## src/rtl/csam_pkg.sv

```systemverilog
// Shared types and constants for the carry-save multiplier scheduler.
package csam_pkg;

  localparam int DEF_XW      = 8;
  localparam int DEF_YW      = 5;
  localparam int DEF_PW      = DEF_XW + DEF_YW;
  localparam int MAX_MUL_LAT = 15;
  localparam int CNT_W       = $clog2(MAX_MUL_LAT + 1);

  typedef enum logic [1:0] {
    IDLE = 2'd0,
    WAIT = 2'd1,
    RESP = 2'd2
  } state_t;

  function automatic int idx_width(input int n);
    return (n > 1) ? $clog2(n) : 1;
  endfunction

endpackage

```

## src/rtl/csam_mul_sched_if.sv

```systemverilog
// Requester, multiplier and response signals shared between the scheduler and its clients.
interface csam_mul_sched_if
  import csam_pkg::*;
#(
  parameter int XW   = DEF_XW,
  parameter int YW   = DEF_YW,
  parameter int NREQ = 4
);
  localparam int IW = idx_width(NREQ);
  localparam int PW = XW + YW;

  logic [NREQ-1:0]    req_valid;
  logic [NREQ-1:0]    req_ready;
  logic [NREQ*XW-1:0] req_x;
  logic [NREQ*YW-1:0] req_y;
  logic [XW-1:0]      mul_x;
  logic [YW-1:0]      mul_y;
  logic [PW-1:0]      mul_z;
  logic               resp_valid;
  logic               resp_ready;
  logic [IW-1:0]      resp_id;
  logic [PW-1:0]      resp_z;
  logic               busy;

  modport slave (
    input  req_valid, req_x, req_y, mul_z, resp_ready,
    output req_ready, mul_x, mul_y, resp_valid, resp_id, resp_z, busy
  );

  modport master (
    output req_valid, req_x, req_y, mul_z, resp_ready,
    input  req_ready, mul_x, mul_y, resp_valid, resp_id, resp_z, busy
  );

endinterface

```

## src/rtl/csam_mul_sched_rr_arbiter.sv

```systemverilog
// Combinational round-robin arbiter: searches upward from last_grant+1 with wrap.
module rr_arbiter
  import csam_pkg::*;
#(
  parameter int NREQ = 4
) (
  input  logic [NREQ-1:0]                req,
  input  logic [idx_width(NREQ)-1:0]     last_grant,
  input  logic                           en,
  output logic [NREQ-1:0]                grant,
  output logic [idx_width(NREQ)-1:0]     grant_idx
);
  localparam int IW = idx_width(NREQ);

  logic          found;
  logic [IW-1:0] idx;

  // Offset k=1 is the requester just after the previous winner, k=NREQ is the previous winner itself
  always_comb begin
    grant     = '0;
    grant_idx = '0;
    found     = 1'b0;
    idx       = '0;
    for (int k = 1; k <= NREQ; k++) begin
      idx = IW'((int'(last_grant) + k) % NREQ);
      if (en && !found && req[idx]) begin
        found      = 1'b1;
        grant[idx] = 1'b1;
        grant_idx  = idx;
      end
    end
  end

endmodule

```

## src/rtl/csam_mul_sched.sv

```systemverilog
// Shares one external carry-save array multiplier among NREQ requesters, giving the
// combinational product MUL_LAT cycles to settle before capturing it.
module csam_mul_sched
  import csam_pkg::*;
#(
  parameter int XW      = DEF_XW,
  parameter int YW      = DEF_YW,
  parameter int NREQ    = 4,
  parameter int MUL_LAT = 2
) (
  input logic              clk,
  input logic              reset,
  csam_mul_sched_if.slave  bus
);
  localparam int IW = idx_width(NREQ);
  localparam int PW = XW + YW;

  state_t            state;
  state_t            nstate;
  logic [CNT_W-1:0]  cnt;
  logic [IW-1:0]     last_grant;
  logic [NREQ-1:0]   grant;
  logic [IW-1:0]     grant_idx;
  logic              arb_en;
  logic [XW-1:0]     mul_x_q;
  logic [YW-1:0]     mul_y_q;
  logic [PW-1:0]     resp_z_q;
  logic [IW-1:0]     resp_id_q;
  logic              resp_valid_q;

  // Arbitration only happens in IDLE, so req_ready is zero in WAIT and RESP
  assign arb_en = (state == IDLE);

  rr_arbiter #(.NREQ(NREQ)) u_arb (
    .req        (bus.req_valid),
    .last_grant (last_grant),
    .en         (arb_en),
    .grant      (grant),
    .grant_idx  (grant_idx)
  );

  always_comb begin
    nstate = state;
    case (state)
      IDLE:    if (|grant) nstate = WAIT;
      WAIT:    if (cnt == '0) nstate = RESP;
      RESP:    if (bus.resp_ready) nstate = IDLE;
      default: nstate = IDLE;
    endcase
  end

  // Operands stay on the multiplier inputs from the grant until the next grant
  always_ff @(posedge clk or posedge reset) begin
    if (reset) begin
      state        <= IDLE;
      last_grant   <= IW'(NREQ - 1);
      cnt          <= '0;
      mul_x_q      <= '0;
      mul_y_q      <= '0;
      resp_z_q     <= '0;
      resp_id_q    <= '0;
      resp_valid_q <= 1'b0;
    end else begin
      state <= nstate;
      case (state)
        IDLE: begin
          if (|grant) begin
            mul_x_q    <= bus.req_x[int'(grant_idx)*XW +: XW];
            mul_y_q    <= bus.req_y[int'(grant_idx)*YW +: YW];
            resp_id_q  <= grant_idx;
            last_grant <= grant_idx;
            cnt        <= CNT_W'(MUL_LAT - 1);
          end
        end
        WAIT: begin
          if (cnt != '0) begin
            cnt <= cnt - CNT_W'(1);
          end else begin
            resp_z_q     <= bus.mul_z;
            resp_valid_q <= 1'b1;
          end
        end
        RESP: begin
          if (bus.resp_ready) resp_valid_q <= 1'b0;
        end
        default: ;
      endcase
    end
  end

  assign bus.req_ready  = grant;
  assign bus.mul_x      = mul_x_q;
  assign bus.mul_y      = mul_y_q;
  assign bus.resp_z     = resp_z_q;
  assign bus.resp_id    = resp_id_q;
  assign bus.resp_valid = resp_valid_q;
  assign bus.busy       = (state != IDLE);

endmodule

```

## src/flat_wrapper.sv

```systemverilog
// flat-port wrapper written by rule: the top's interface ports become plain ports
module csam_mul_sched_flat import csam_pkg::*;
#(
  parameter int XW      = DEF_XW,
  parameter int YW      = DEF_YW,
  parameter int NREQ    = 4,
  parameter int MUL_LAT = 2
)
  (clk, reset, bus_req_valid, bus_req_x, bus_req_y, bus_mul_z, bus_resp_ready, bus_req_ready, bus_mul_x, bus_mul_y, bus_resp_valid, bus_resp_id, bus_resp_z, bus_busy);
  csam_mul_sched_if #(.XW(XW), .YW(YW), .NREQ(NREQ)) bus_i ();
  input logic clk;
  input logic reset;
  input wire logic [$bits(bus_i.req_valid)-1:0] bus_req_valid;
  input wire logic [$bits(bus_i.req_x)-1:0] bus_req_x;
  input wire logic [$bits(bus_i.req_y)-1:0] bus_req_y;
  input wire logic [$bits(bus_i.mul_z)-1:0] bus_mul_z;
  input wire logic [$bits(bus_i.resp_ready)-1:0] bus_resp_ready;
  output wire logic [$bits(bus_i.req_ready)-1:0] bus_req_ready;
  output wire logic [$bits(bus_i.mul_x)-1:0] bus_mul_x;
  output wire logic [$bits(bus_i.mul_y)-1:0] bus_mul_y;
  output wire logic [$bits(bus_i.resp_valid)-1:0] bus_resp_valid;
  output wire logic [$bits(bus_i.resp_id)-1:0] bus_resp_id;
  output wire logic [$bits(bus_i.resp_z)-1:0] bus_resp_z;
  output wire logic [$bits(bus_i.busy)-1:0] bus_busy;
  assign bus_i.req_valid = bus_req_valid;
  assign bus_i.req_x = bus_req_x;
  assign bus_i.req_y = bus_req_y;
  assign bus_i.mul_z = bus_mul_z;
  assign bus_i.resp_ready = bus_resp_ready;
  assign bus_req_ready = bus_i.req_ready;
  assign bus_mul_x = bus_i.mul_x;
  assign bus_mul_y = bus_i.mul_y;
  assign bus_resp_valid = bus_i.resp_valid;
  assign bus_resp_id = bus_i.resp_id;
  assign bus_resp_z = bus_i.resp_z;
  assign bus_busy = bus_i.busy;
  csam_mul_sched #(.XW(XW), .YW(YW), .NREQ(NREQ), .MUL_LAT(MUL_LAT)) u_core (.clk(clk), .reset(reset), .bus(bus_i));
endmodule
```

## config.mk

```make
export PLATFORM = sky130hd
export DESIGN_NAME = csam_mul_sched_flat
export DESIGN_NICKNAME = d
export VERILOG_FILES = /design/src/rtl/csam_pkg.sv /design/src/rtl/csam_mul_sched_if.sv /design/src/rtl/csam_mul_sched_rr_arbiter.sv /design/src/rtl/csam_mul_sched.sv /design/src/flat_wrapper.sv
export SDC_FILE = /design/constraint.sdc
export NUM_CORES = 1
export LEC_CHECK = 0
export ABC_AREA = 1
export CAP_MARGIN = 40
export CORE_UTILIZATION = 43
export DETAILED_ROUTE_END_ITERATION = 6
export GPL_TIMING_DRIVEN = 0
export PLACE_DENSITY = 0.87
export RECOVER_POWER = 50
export SLEW_MARGIN = 0
export SYNTH_ARGS = -nofsm -noshare
export SYNTH_HDL_FRONTEND = slang
export SYNTH_SLANG_ARGS = --single-unit
```

## constraint.sdc

```tcl
create_clock -name clk -period 3.3 [get_ports clk]
set_clock_uncertainty 0.1 [all_clocks]
set_input_delay 0.495 -clock clk [delete_from_list [all_inputs] [get_ports clk]]
set_output_delay 0.495 -clock clk [all_outputs]
set_load 0.01 [all_outputs]
```

==> results.yml <==
run_status:
  status: "completed"
floorplanning:
  die-area_sq_um: 6050
  start_util: 0.448
  die_y_um: 77.8
  rows: 27
  core_area_sq_um: 5510
  die_w_um: 77.8
  io_pins: 106
power_and_ir_drop:
  p_per_area_nw_per_um2: 963
  p_leak_nw: 1.84
  ir_drop_mv: 0.492
placed_design:
  dp_hpwl_um: 5460
  gp_congestion: 0.864
  placed_area_sq_um: 3650
  port_buffers: 105
cells_and_area:
  layout.area.seq_sq_um: 928
  layout.nets: 515
  drive_gt1_frac: 0.177
  antenna_cells: 0
  multiInputGateArea_sq_um: 1390
  stdcell_area_sq_um: 3840
  nFillCells: 429
  syn_to_final_growth_pct: 55.8
grt:
  grt_remaining_overflow: 0
  grt_pass1_vias: 2580
  antenna_found_initial: 0
  grt_usage: 0.250
  grt_pass1_wl_um: 11800
  grt_max_degree: 19
routing:
  vias: 2618
  routed-wl-met3_um: 548
  ant_nets: 0
  first_pass_iters: 4
  dr_wl_met2_um: 3770
  drc_errors: 0
  vias_per_cell: 5.17
  drt_iter0_drc: 109
  wl_um: 7200
  top_layer: "met4"
  met1Wirelength_um: 2720
  wl_per_cell_um: 14.2
timing:
  rsz0062_at_grt: "no"
  post-route-min-period_ns: 2.97
  timing.slew.headroom: 0.314
  fmax_mhz: 337
  worst_slew_pin_slew_ns: 1.03
  hold-worst-slack_ns: 0.379
  setup_viol: 0
  period_share: 0.899
  slew_viol_final: 0
  finalSetupTns_ns: 0
  timing.final.hold_violations: 0
min_path:
  min_to: "u_core.bus.mul_x[6]"
  hp-start: "u_core.bus.mul_x[6]"
  min_path_type: "flip-flop to flip-flop"
  whs_path_depth: 2
yosys:
  synth_fp_nets: 391
  synth-edff-count: 0
  ys_types: 28
  netlist_instances: 309
  synth_seq_cells: 37
  ys_seq_area_frac: 0.376
  avgSynthCellArea_sq_um: 7.99
  synth-warning-count: 0
  syn-cell-area_sq_um: 2470
  async_flop_share: 1.00
  synth_flop_cell: "dfrtp_1"
clock_tree:
  clock_sinks: 37
  cts-root-buf: "clkbuf_8"
  worst_skew_pair.late_latency_ns: 0.29
  ctsLongestPathBuffers: 2
  cts_tree: "built"
  cts_buffers: 5
  clkSlewWorstSetupHoldPaths_ns: 0.08
  htreeDepth: 2
setup_path:
  cpPeakStageDelay_ns: 0.62
  cp_max_fo: 7
  rrSetupSlack_ns: 0.42
  worstPathArrival_ns: 2.37
  critPathKind: "flip-flop to output pin"
  crit_path_end_kind: "output pin"
  cp-start-kind: "flip-flop"
  cp.required_ns: 2.70
  crit_chain: "clkinvlp_4 -> ha_4 -> inv_1 -> nand3_2 -> nand2_4 -> nand2_4 -> nor2_4 -> buf_4 -> nand3_1 -> nand3_2 -> dlymetal6s2s_1"
  r2r_end: "u_core.bus.mul_x[4]"
  crit_slowest_cell: "dfstp_2"
  reg2reg_depth: 17
  r2r-start: "u_core.last_grant[1]"
  crit_path_start: "u_core.last_grant[1]"
flow_run:
  drv_cap: 0
[cell usage after synthesis, types with 2 or more instances]
cell,count,area share
a21oi_1,2,0.0041
buf_2,2,0.0041
buf_4,4,0.012
buf_6,2,0.0091
buf_8,2,0.012
clkbuf_1,3,0.0046
dfrtp_1,35,0.35
dfstp_2,2,0.021
ha_1,10,0.051
inv_1,15,0.023
inv_2,2,0.0030
mux2_2,13,0.059
nand2_1,91,0.14
nand2_2,7,0.018
nand2_4,5,0.023
nand3_1,80,0.16
nand3_2,8,0.032
nand4_1,4,0.010
nor2_1,6,0.0091
nor2_2,4,0.010
nor2_4,3,0.014
o21ai_0,3,0.0061
[through the flow]
| step | std cells | total power [mW] | utilization | setup slack, ns |
|---|---|---|---|---|
| 5_1_grt | 506 | 4.01 | 0.698 | 0.219 |
| 3_3_place_gp | 486 | 3.16 | 0.655 | 0.234 |
| 2_1_floorplan | 309 | 2.39 | - | 0.786 |
| 6_report | 506 | 3.70 | 0.698 | 0.334 |
| 3_5_place_dp | 488 | 3.25 | 0.663 | 0.148 |
| 4_1_cts | 499 | 3.71 | 0.693 | 0.0307 |
[flip-flops by register name, summed over array words and instances (netlist names)]
register and count:
u_core.bus.mul_y 5, u_core.last_grant 2, u_core.bus.resp_z 13, u_core.bus.resp_id 2
u_core.bus.resp_valid 1, u_core.state 2, u_core.bus.mul_x 8, u_core.cnt 4
[metal layers]
metal,vias up,track usage
met1,1212,0.280
met4,0,0.106
met3,16,0.0647
met2,120,0.444
met5,-,0
li1,1270,-
[layout make-up]
type | instances | area share
clock inverters | 3 | 0.0120
flip-flops and latches | 37 | 0.241
inverters | 18 | 0.0192
well taps | 72 | 0.0234
clock buffers | 5 | 0.0179
multi-input cells | 241 | 0.362
plain buffers | 13 | 0.0270
repair buffers | 117 | 0.297
[power by group]
part           switching, mW  internal [mW]
Sequential             0.128          0.688
Clock                  0.175          0.226
Combinational           1.36           1.12
[worst max-delay path, delay by kind of cell, from the launching register on]
| kind | cells | cell delay [ns] |
|---|---|---|
| AND/OR/NAND/NOR | 6 | 0.66 |
| adder cells (fa/ha/maj) | 1 | 0.25 |
| flip-flops | 1 | 0.62 |
| buffers and inverters | 4 | 0.55 |
[cells by family (layout without fill, tap and decap cells)]
| family | count (synthesis) | after routing | share of synthesized area |
|---|---|---|---|
| AND/OR/NAND/NOR | 209 | 209 | 0.419 |
| flip-flops | 37 | 37 | 0.376 |
| buffers and inverters | 31 | 156 | 0.0705 |
| multiplexers | 13 | 13 | 0.0593 |
| adder cells (fa/ha/maj) | 10 | 10 | 0.0507 |
| AO/OA/AOI/OAI | 7 | 7 | 0.0167 |
| XOR/XNOR | 2 | 2 | 0.00710 |
[repair_timing]
item | 4_1_cts | 5_1_grt
pin swaps | 1 | 2
hold buffers | 0 | 0
buffers inserted | 3 | 7
gates resized for setup | 4 | 5
setup endpoints to repair | 4 | 4
[worst max-delay path by stage]
| stage | depth (start not counted) | to | slack [ns] |
|---|---|---|---|
| finish | 11 | bus_req_ready[3] | 0.33 |
| global route | 11 | bus_req_ready[3] | 0.22 |
| CTS | 10 | bus_req_ready[3] | 0.03 |
| detailed placement | 11 | bus_req_ready[3] | 0.15 |
| global placement | 11 | bus_req_ready[0] | 0.23 |
| floorplan | 17 | u_core.bus.mul_x[0] | 0.79 |
[cell usage in the layout, fill, tap and decap left out, drive strengths merged]
master | netlist | routed
dfstp | 2 | 2
a21oi | 3 | 3
o21bai | 1 | 1
xor2 | 1 | 1
clkdlybuf4s50 | 0 | 88
ha | 10 | 10
nand2 | 103 | 103
dlymetal6s2s | 0 | 4
nor4 | 1 | 1
clkinv | 0 | 1
xnor2 | 1 | 1
nand3 | 88 | 88
clkinvlp | 0 | 2
buf | 10 | 20
mux2 | 13 | 13
nor2 | 13 | 13
nand4 | 4 | 4
clkbuf | 3 | 10
inv | 18 | 17
dlygate4sd3 | 0 | 13
o21ai | 3 | 3
dfrtp | 35 | 35
bufinv | 0 | 1
No activity file was read; power rests on OpenSTA's default activity.
